**config.mk**
```make
export PLATFORM = sky130hd
export DESIGN_NAME = e203_wfi_sleep_ctrl
export DESIGN_NICKNAME = d
export VERILOG_FILES = /design/src/rtl/e203_wfi_sleep_ctrl.sv
export SDC_FILE = /design/constraint.sdc
export NUM_CORES = 1
export LEC_CHECK = 0
export CAP_MARGIN = 5
export CORE_UTILIZATION = 28
export DETAILED_ROUTE_END_ITERATION = 7
export MAX_ROUTING_LAYER = met4
export PLACE_DENSITY = 0.46
export SLEW_MARGIN = 20
export SYNTH_ARGS = -nofsm -noshare
export SYNTH_HDL_FRONTEND = slang
export SYNTH_SLANG_ARGS = --single-unit
```
**constraint.sdc**
```tcl
create_clock -name clk -period 1.99 [get_ports clk]
set_clock_uncertainty 0.15 [all_clocks]
set_input_delay 0.2985 -clock clk [delete_from_list [all_inputs] [get_ports clk]]
set_output_delay 0.2985 -clock clk [all_outputs]
set_load 0.01 [all_outputs]
```
**src/rtl/e203_wfi_sleep_ctrl.sv**
```systemverilog
// WFI entry/exit sequencer on the always-on clock: halts the IFU, drains LSU/BIU, gates core clocks, wakes.
// Optional drain abort counter is enabled by defining E203_WFI_DRAIN_TIMEOUT_EN.
module e203_wfi_sleep_ctrl #(
  parameter int unsigned WAKE_DLY = 2,
  parameter int unsigned TIMEOUT  = 64,
  parameter int unsigned CNT_W    = 8
) (
  input  logic clk,
  input  logic rst_n,
  input  logic wfi_req_valid,
  output logic wfi_req_ready,
  input  logic csr_sleepdeep,
  input  logic irq_pending,
  input  logic dbg_req,
  output logic ifu_halt_req,
  input  logic ifu_halt_ack,
  input  logic lsu_idle,
  input  logic biu_idle,
  output logic core_wfi,
  output logic core_sleep_val,
  output logic drain_timeout
);

`ifdef E203_WFI_DRAIN_TIMEOUT_EN
  localparam bit TO_EN = 1'b1;
`else
  localparam bit TO_EN = 1'b0;
`endif

  localparam logic [CNT_W-1:0] WAKE_LD = CNT_W'(WAKE_DLY);
  localparam logic [CNT_W-1:0] TO_LAST = CNT_W'(TIMEOUT - 1);

  typedef enum logic [2:0] {
    S_IDLE,
    S_HALT,
    S_DRAIN,
    S_SLEEP,
    S_WAKE
  } state_t;

  state_t           state;
  logic [CNT_W-1:0] cnt;
  logic             deep_q;
  logic             wake;

  assign wake = irq_pending | dbg_req;

  // Ready is masked by rst_n so it drops the instant reset asserts, even for the IDLE NOP path.
  assign wfi_req_ready = rst_n &
                         (((state == S_IDLE) & wfi_req_valid & wake) |
                          ((state == S_WAKE) & (cnt == '0)));

  always_ff @(posedge clk or negedge rst_n) begin
    if (!rst_n) begin
      state          <= S_IDLE;
      cnt            <= '0;
      deep_q         <= 1'b0;
      ifu_halt_req   <= 1'b0;
      core_wfi       <= 1'b0;
      core_sleep_val <= 1'b0;
      drain_timeout  <= 1'b0;
    end else begin
      drain_timeout <= 1'b0;
      case (state)
        S_IDLE: begin
          if (wfi_req_valid && !wake) begin
            state        <= S_HALT;
            deep_q       <= csr_sleepdeep;
            ifu_halt_req <= 1'b1;
          end
        end
        S_HALT: begin
          if (wake) begin
            state <= S_WAKE;
            cnt   <= WAKE_LD;
          end else if (ifu_halt_ack) begin
            state <= S_DRAIN;
            cnt   <= '0;
          end
        end
        S_DRAIN: begin
          // Wake takes priority over the idle condition so SLEEP is never entered with a wake pending.
          if (wake) begin
            state <= S_WAKE;
            cnt   <= WAKE_LD;
          end else if (lsu_idle && biu_idle) begin
            state          <= S_SLEEP;
            core_wfi       <= 1'b1;
            core_sleep_val <= deep_q;
          end else if (TO_EN) begin
            if (cnt == TO_LAST) begin
              state         <= S_WAKE;
              cnt           <= WAKE_LD;
              drain_timeout <= 1'b1;
            end else begin
              cnt <= cnt + CNT_W'(1);
            end
          end
        end
        S_SLEEP: begin
          if (wake) begin
            state          <= S_WAKE;
            core_wfi       <= 1'b0;
            core_sleep_val <= 1'b0;
            cnt            <= WAKE_LD;
          end
        end
        S_WAKE: begin
          if (cnt == '0) begin
            state        <= S_IDLE;
            ifu_halt_req <= 1'b0;
          end else begin
            cnt <= cnt - CNT_W'(1);
          end
        end
        default: state <= S_IDLE;
      endcase
    end
  end

endmodule

```
======== Yosys cells after proc, flatten, opt, wreduce, memory -nomap -nowiden ========
Index checks and enable logic that the tools add are counted.
word-level totals
  flip-flop bits (word level) ............. 15
  word-level logic and storage cells ...... 63
cells by class
  mux-type cells .......................... 23
  equality and inequality tests ........... 13
  reductions and logical operators ........ 14
  add/subtract/negate cells ............... 1
  bitwise gates (word level) .............. 6
operators with widths
  kind                                                                     number
  8-bit two-way mux                                                        4
  8-bit one-hot mux with 3 select lines                                    1
  3-bit two-way mux                                                        7
  3-bit one-hot mux with 5 select lines                                    1
  8-bit logical NOT                                                        1
  2-bit inequality test, second input constant                             4
  4-bit AND reduction                                                      2
  8-bit by 1-bit subtractor with 8-bit output, second input constant       1
  1-bit two-way mux                                                        7
  3-bit by 2-bit equality test with 1-bit output, second input constant    2
  2-bit by 1-bit inequality test with 1-bit output, second input constant  3
  3-bit inequality test, second input constant                             2
  1-bit one-hot mux with 2 select lines                                    3
  5-bit AND reduction                                                      1
  1-bit bitwise AND                                                        4
  2-bit nonzero test                                                       2
  3-bit by 1-bit equality test with 1-bit output, second input constant    1
  3-bit equality test, second input constant                               1
  3-bit logical NOT                                                        1
  3-bit AND reduction                                                      1
  3-bit nonzero test                                                       1
  1-bit logical AND                                                        2
  1-bit OR                                                                 2
  2-bit AND reduction                                                      1
  2 further kinds                                                          2

======== Logic depth before layout (Yosys ltp) ========
Gate-level depths: netlist of the first run.
  word-level depth ........................ 5
  depth in mapped cells ................... 7
  depth with buffers taken out ............ 6

======== Worst setup path after synthesis of the first run ========
Ideal clock, no wire load.
  kind .................................... register -> register
  start point ............................. register cnt[0]
  end point ............................... register cnt[1]
  stages on the path, launching flop included .. 7
  data arrival time ....................... 1559 ps
  data required time ...................... 1712 ps
  period minus slack after synthesis ...... 1837 ps
  path buffers ............................ 0
  path slack .............................. 153 ps
  cells stage by stage .................... dfrtp_1 -> inv_1 -> ha_1 -> nor3b_2 -> nand2_1 -> o21ai_1 -> mux2_1
on the way
  longest elaborated chain between the ends .. 3
ends and longest elaborated chain
  element                                                                                  line      text
  start: declaration                                                                       42        logic [CNT_W-1:0] cnt;
  start signal: assignment                                                                 96        cnt <= cnt + CNT_W'(1);
  start signal: assignment                                                                 113       cnt <= cnt - CNT_W'(1);
  8-bit by 1-bit subtractor with 8-bit output / 8-bit logical NOT (equally long branches)  113, 109
  8-bit two-way mux / 2-bit inequality test (equally long branches)                        n/a
  8-bit one-hot mux with 3 select lines / 4-bit AND reduction (equally long branches)      n/a
Several ways; a longest one is shown, not always the timed one. The select of a mux whose other input is x is not followed.
A chain may end at the register's enable or synchronous reset.

======== Final worst setup path of the first run ========
  start point ............................. register cnt[0]
  end point ............................... output wfi_req_ready
on the way
  longest elaborated chain between the ends .. 4
ends and longest elaborated chain
  element            line  text
  8-bit logical NOT  51    ((state == S_WAKE) & (cnt == '0)));
  1-bit bitwise AND  51
  1-bit OR           50    (((state == S_IDLE) & wfi_req_valid & wake) |
  1-bit bitwise AND  49    assign wfi_req_ready = rst_n &
  end: declaration   11    output logic wfi_req_ready,
Every way passes these cells.

==> results of run 1 <==
==> path summary, 6_finish.rpt <==
check	from	endpoint	slack, ns
hold reg to reg	deep_q	deep_q	0.37
setup / recovery	cnt[0]	wfi_req_ready	-0.05
min in group clk	deep_q	deep_q	0.37
setup reg to reg	state[1]	cnt[2]	0.08
hold / removal	rst_n	cnt[7]	0.19
max in group asynchronous	rst_n	cnt[1]	1.31
==> timing repair <==
action	in CTS	in global routing
setup buffers	0	1
gates resized for setup	12	4
endpoints found under the setup margin	2	3
endpoints found under the hold margin	0	0
pin swaps	2	4
==> cell families after synthesis <==
group,after synthesis,synth area share [%]
adder cells (fa/ha/maj),2,2.67
AND/OR/NAND/NOR,33,20.3
AO/OA/AOI/OAI,37,26.0
buffers and inverters,9,5.87
other,1,0.400
flip-flops,15,40.0
multiplexers,4,4.80
==> metal layers <==
layer / wire length, um / part of all wire (%) / track usage (%)
met5: 0 / 0 / -
met4: 74 / 3.0 / 11.6
met3: 75 / 3.1 / 2.60
met2: 1120 / 46 / 24.9
met1: 1160 / 48 / 19.7
==> state kept, by name (all words and copies together) (netlist names) <==
name            flops
deep_q              1
ifu_halt_req        1
cnt                 8
core_sleep_val      1
core_wfi            1
state               3
==> power breakdown <==
part	switching (mW)	total, mW	internal [mW]
clock	0.113	0.188	0.0749
sequential	0.107	0.509	0.403
combinational	0.532	1.13	0.597
==> worst register-to-register path, cell delays in order (launching register included) <==
cell     delay [ns]
dfrtp_1        0.49
or3b_1         0.56
buf_4          0.23
a21oi_4        0.16
a21oi_1        0.10
a31oi_1        0.14
==> cell type report <==
type | instances | area [um2]
clock buffers | 3 | 22.5
clock inverters | 1 | 5.00
inverters | 3 | 11.3
multi-input cells | 77 | 553
fillers | 315 | 1780
well taps | 44 | 55.1
flip-flops and latches | 15 | 375
repair buffers | 40 | 329
==> stage by stage <==
stage | power [mW] | instance area [um2]
final | 1.83 | 1350
after global routing | 1.97 | 1350
after CTS | 1.73 | 1320
after detailed placement | 1.49 | 1270
after global placement | 1.48 | 1270
after floorplan | 1.06 | 938
==> placed cells by master (no fill, tap or decap), types with 2 or more instances in the layout <==
master / synthesis / layout
o21ai_1: 2 / 2
nand2_1: 6 / 6
dfrtp_1: 15 / 15
clkbuf_4: 0 / 3
a21oi_1: 7 / 7
buf_4: 1 / 27
o31ai_1: 2 / 2
inv_2: 0 / 2
o21ai_0: 10 / 9
clkdlybuf4s50_1: 0 / 11
nand3_1: 4 / 4
mux2_2: 2 / 2
nor2_1: 10 / 10
nor3_1: 2 / 2
a31oi_1: 5 / 5
==> metrics.md, run 1 <==
| Metric | Value |
|---|---|
| Leakage power | 0.584 nW |
| Post-synth ARST share | 100% |
| Drt pass-1 iters | 5 |
| DP Wirelength | 1780 um |
| Outcome | complete, but fails checks |
| CTS root buf | clkbuf_4 |
| Core Region | 3130 um2 |
| Post-synth cell types | 40 |
| CTS H-tree lvls | 1 |
| Crit end category | output pin |
| Vias in the first global route | 896 |
| Initial drt markers | 25 |
| CP max stage delay | 0.40 ns |
| Arrival @ worst endpoint | 1.59 ns |
| Die H | 59.9 um |
| R2R depth | 5 |
| VDD IR max | 0.369 mV |
| DR vias | 903 |
| Tmin final | 2.04 ns |
| Post-synthesis sequential area ratio | 40.0% |
| Global-route wire length before repair | 4090 um |
| Starting Density | 30.0% |
| CP cell instances | inv_2 > ha_4 > nor3b_4 > nand3_1 > o21ai_1 > and3_1 > buf_2 |
| Clk pin slew, worst setup/hold paths | 0.11 ns |
| HP Class | primary input to async pin |
| CP Class | flip-flop to output pin |
| Fin crit share | 103% |
| Cts hold-fix bufs | 0 |
| Syn Std Cell Area | 938 um2 |
| Max cap viols | 0 |
| Routability Congestion | 0.778 |
| Setup tns final | -0.0525 ns |
| Main flop type after synthesis | dfrtp_1 |
| Top-area cell type share of the netlist area | 40.0% |
| Initial antenna violation count | 0 |
| Die width | 59.9 um |
| CTS Sinks | 15 |
| CTS tree | built |
| Post-Place Worst Slack | -0.267 ns |
| Boundary pin count | 14 |
| # rows | 20 |
| Number of cells on the critical path | 7 |
| Pwr Density | 1350 nW/um2 |
| Port-buffer cells | 12 |
| Final hold vios | 0 |
| Post-synth EDFFs | 0 |
| Synth-to-layout area growth | 44.0% |
| CP Data Required Time | 1.54 ns |
| Top cells by area, synth | dfrtp_1 (40%), o21ai_0 (5.3%), nor2_1 (4.0%), a21oi_1 (3.7%), a31oi_1 (3.3%) |
| Drt wl/cell | 13.3 um |
| Gate Count Post-Synth | 101 |
| Largest net degree at the start of global routing | 16 |
| Drt via density | 4.93 |
| Share of layout cells above drive strength 1 | 33.8% |
| Count leader, synth | dfrtp_1 |
| CTS Buf Count | 3 |
| Insertion delay to the later sink of the worst-skew pair | 0.30 ns |
| # nets final | 151 |
| Synth Area per Inst | 9.29 um2 |
| Kind of cell adding the most delay to the critical path | simple AND/OR/NAND/NOR gates |
| Die ar. | 3590 um2 |
| Total buffers and inverters traversed by the critical path | 2 |
| Failing checks | setup timing |
| CP max stage cell | dfrtp_1 |
| Clock buffer depth | 2 |
| Synth Net Count | 112 |
| Cell taking the most area after synthesis | dfrtp_1 |
| Post-DRT Antenna Nets | 0 |
| # diodes | 0 |
| Hold_ws | 0.187 ns |
| CP startpoint kind | flip-flop |
| GR Overflow Total | 0 |
| Flops & latches, synth | 15 |
| Placed insts | 178 |
| Fin util | 43.2% |
| Overall Global Routing Usage | 16.4% |
| Yosys Warn Count | 0 |
| Top cells by count, synth | dfrtp_1 (15), nor2_1 (10), o21ai_0 (10) |
| Residual DRC count | 0 |
| CP max FO | 2 |
| Final worst slack | -0.0525 ns |
| Layout Cells excl Fill | 183 |
| Max Clk Rate | 490 MHz |
| Unrepaired setup endpoints after global routing | true |
| Final Max Slew Viols | 0 |
| Final wirelength | 2430 um |
| Final setup violation count | 1 |
(Power assumes the default switching activity.)
==> run 2: changes to the inputs <==
--- a/config.mk
+++ b/config.mk
@@ -6,10 +6,11 @@
 export NUM_CORES = 1
 export LEC_CHECK = 0
 export CAP_MARGIN = 5
-export CORE_UTILIZATION = 28
+export CORE_UTILIZATION = 52
 export DETAILED_ROUTE_END_ITERATION = 7
 export MAX_ROUTING_LAYER = met4
-export PLACE_DENSITY = 0.46
+export PLACE_DENSITY = 0.74
+export RECOVER_POWER = 50
 export SLEW_MARGIN = 20
 export SYNTH_ARGS = -nofsm -noshare
 export SYNTH_HDL_FRONTEND = slang
==> metrics.md, run 2 (synthesis gave the netlist of run 1 again) <==
| Metric | Value |
|---|---|
| Outcome | complete, but fails checks |
| Failing checks | setup timing |
| Total net switching power | 0.754 mW (+0.26%) |
| Crit end category | output pin |
| Die width | 44.5 um (-26%) |
| Initial drt markers | 47 (+88%) |
| Setup tns final | -0.0302 ns (+0.0224 ns) |
| Worst slew pin tran | 0.860 ns |
| Port-buffer cells | 12 (unchanged) |
| Initial antenna violation count | 0 (unchanged) |
| Unrepaired setup endpoints after global routing | true |
| R2r setup slk | 0.09 ns (about the same) |
| Die H | 44.5 um (-26%) |
| Worst hold endpoint | deep_q |
| CTS H-tree lvls | 1 (unchanged) |
| Most common cell after layout, fill and taps aside | buf_4 |
| Pint | 1.04 mW (-3.0%) |
| Max cap viols | 0 (unchanged) |
| Max Clk Rate | 495 MHz (+1.1%) |
| CP max FO | 2 (unchanged) |
| HP Start | deep_q |
| Core Region | 1590 um2 (-49%) |
| Cts hold-fix bufs | 0 (unchanged) |
| Final wirelength | 2470 um (+1.6%) |
| Reg2reg end | cnt[1] |
| Drt via density | 5.81 (+18%) |
| CP Data Required Time | 1.54 ns (about the same) |
| CTS root buf | clkbuf_4 |
| DP Wirelength | 1670 um (-6.3%) |
| Final Max Slew Viols | 0 (unchanged) |
| Regs by FF count | cnt x8, state x3 |
| Synth-to-layout area growth | 39.3% |
| Drt pass-1 iters | 5 (unchanged) |
| VDD IR max | 0.890 mV (+140%) |
| Post-DRT Antenna Nets | 0 (unchanged) |
| # diodes | 0 (unchanged) |
| Clock buffer depth | 2 (unchanged) |
| Residual DRC count | 0 (unchanged) |
| Fin crit share | 102% (-1.1 points) |
| Tmin final | 2.02 ns (-0.0224 ns) |
| CTS Sinks | 15 (unchanged) |
| Largest reg by FF count | cnt |
| Clk pin slew, worst setup/hold paths | 0.10 ns (about the same) |
| CTS tree | built |
| R2R depth | 7 (+2) |
| Leakage power | 0.570 nW (-2.3%) |
| Overall Global Routing Usage | 26.8% (+10 points) |
| CTS Buf Count | 3 (unchanged) |
| Flop pwr share | 27.9% (about the same) |
| Insertion delay to the later sink of the worst-skew pair | 0.29 ns (about the same) |
| Final setup violation count | 1 (unchanged) |
| Final worst slack | -0.0302 ns (+0.0224 ns) |
| # rows | 14 (-30%) |
| GR Overflow Total | 0 (unchanged) |
| Rel. slew slack | 42.7% |
| Boundary pin count | 14 (unchanged) |
| Most frequent cells in the layout | buf_4 (26), dfrtp_1 (15), nor2_1 (10), o21ai_0 (9), clkdlybuf4s50_1 (9) |
| Starting Density | 58.9% (+29 points) |
| Share of layout cells above drive strength 1 | 31.9% (-1.9 points) |
| DR vias | 942 (+4.3%) |
| Hold Path Stages | 1 |
| Largest net degree at the start of global routing | 16 (unchanged) |
| Final hold vios | 0 (unchanged) |
| Max FFs per register | 8 (unchanged) |
| HP Class | flip-flop to flip-flop |
| CP startpoint kind | flip-flop |
| Tot Pwr | 1.80 mW (-1.7%) |
| Vias in the first global route | 783 (-13%) |
| Drt wl/cell | 15.3 um (+15%) |
| Critical R2R Launch | cnt[1] |
| Global-route wire length before repair | 3650 um (-11%) |
| Routability Congestion | 0.812 (+4.3%) |
| Pwr Density | 1370 nW/um2 (+1.6%) |
| Sw Ratio | 42.0% (+0.82 points) |
| Comb power frac | 62.2% (+0.4 points) |
| CP Class | flip-flop to output pin |
| Die ar. | 1980 um2 (-45%) |
| Arrival @ worst endpoint | 1.57 ns (-0.02 ns) |
| Clock group share of total power | 10.0% (-0.3 points) |
| # nets final | 150 (-0.66%) |
run 2: cell types whose count changed in the layout (fill, tap and decap cells not counted):
cell             change
buf_4                -1
buf_6                -1
clkbuf_1             +1
clkdlybuf4s50_1      -2
dlygate4sd3_1        +2
mux2_1               +1
mux2_4               -1
run 2: worst max-delay path, cell delays in order (launching register included):
cell and delay (ns):
dfrtp_1 0.41, inv_2 0.09, ha_4 0.14, nor3b_4 0.18, nand3_1 0.10, o21ai_1 0.08
and3_1 0.16, buf_2 0.13
run 2: worst max path at each step:
stage | start | endpoint | slack (ns)
6_report | cnt[1] | wfi_req_ready | -0.03
5_1_grt | cnt[1] | wfi_req_ready | -0.1
4_1_cts | cnt[1] | wfi_req_ready | -0.06
3_5_place_dp | dbg_req | wfi_req_ready | -0.25
3_3_place_gp | dbg_req | wfi_req_ready | -0.23
2_1_floorplan | cnt[0] | cnt[1] | 0.15
run 2: final cells by class:
class / count / area, um2
clock buffer: 3 / 22.5
clock inverter: 1 / 5.00
fill: 101 / 287
inverter: 3 / 11.3
multi-input combinational: 77 / 549
sequential: 15 / 375
tap: 24 / 30.0
timing repair buffer: 39 / 314
run 2: repair_timing:
item | in CTS | in global routing
gates resized for setup | 12 | 2
endpoints found under the setup margin | 2 | 3
buffers inserted | 2 | 2
pin swaps | 3 | 1
run 2: power groups by stage:
| stage | Clock (mW) | Sequential (mW) | Combinational (mW) |
|---|---|---|---|
| 2_1_floorplan | 0 | 0.501 | 0.554 |
| 3_3_place_gp | 0 | 0.491 | 0.903 |
| 3_5_place_dp | 0 | 0.497 | 0.932 |
| 4_1_cts | 0.186 | 0.500 | 1.01 |
| 5_1_grt | 0.198 | 0.511 | 1.21 |
| 6_report | 0.179 | 0.500 | 1.12 |
run 2: per-stage QoR:
stage | setup WS (ns) | std cells | instance area, um2 | hold WS (ns) | util, %
floorplan | 0.153 | 101 | 938 | -0.147 | -
global placement | -0.228 | 154 | 1220 | 0.332 | 76.4
detailed placement | -0.254 | 154 | 1220 | 0.352 | 76.4
CTS | -0.0633 | 160 | 1280 | 0.211 | 80.3
global route | -0.0961 | 162 | 1310 | 0.386 | 82.0
finish | -0.0302 | 162 | 1310 | 0.372 | 82.0
run 2: metal layers:
metal / GRT usage (%) / wire length, um / up-vias
li1: - / - / 452
met1: 36.9 / 1040 / 434
met2: 39.7 / 1160 / 44
met3: 6.12 / 165 / 12
met4: 7.27 / 101 / 0
met5: - / 0 / -
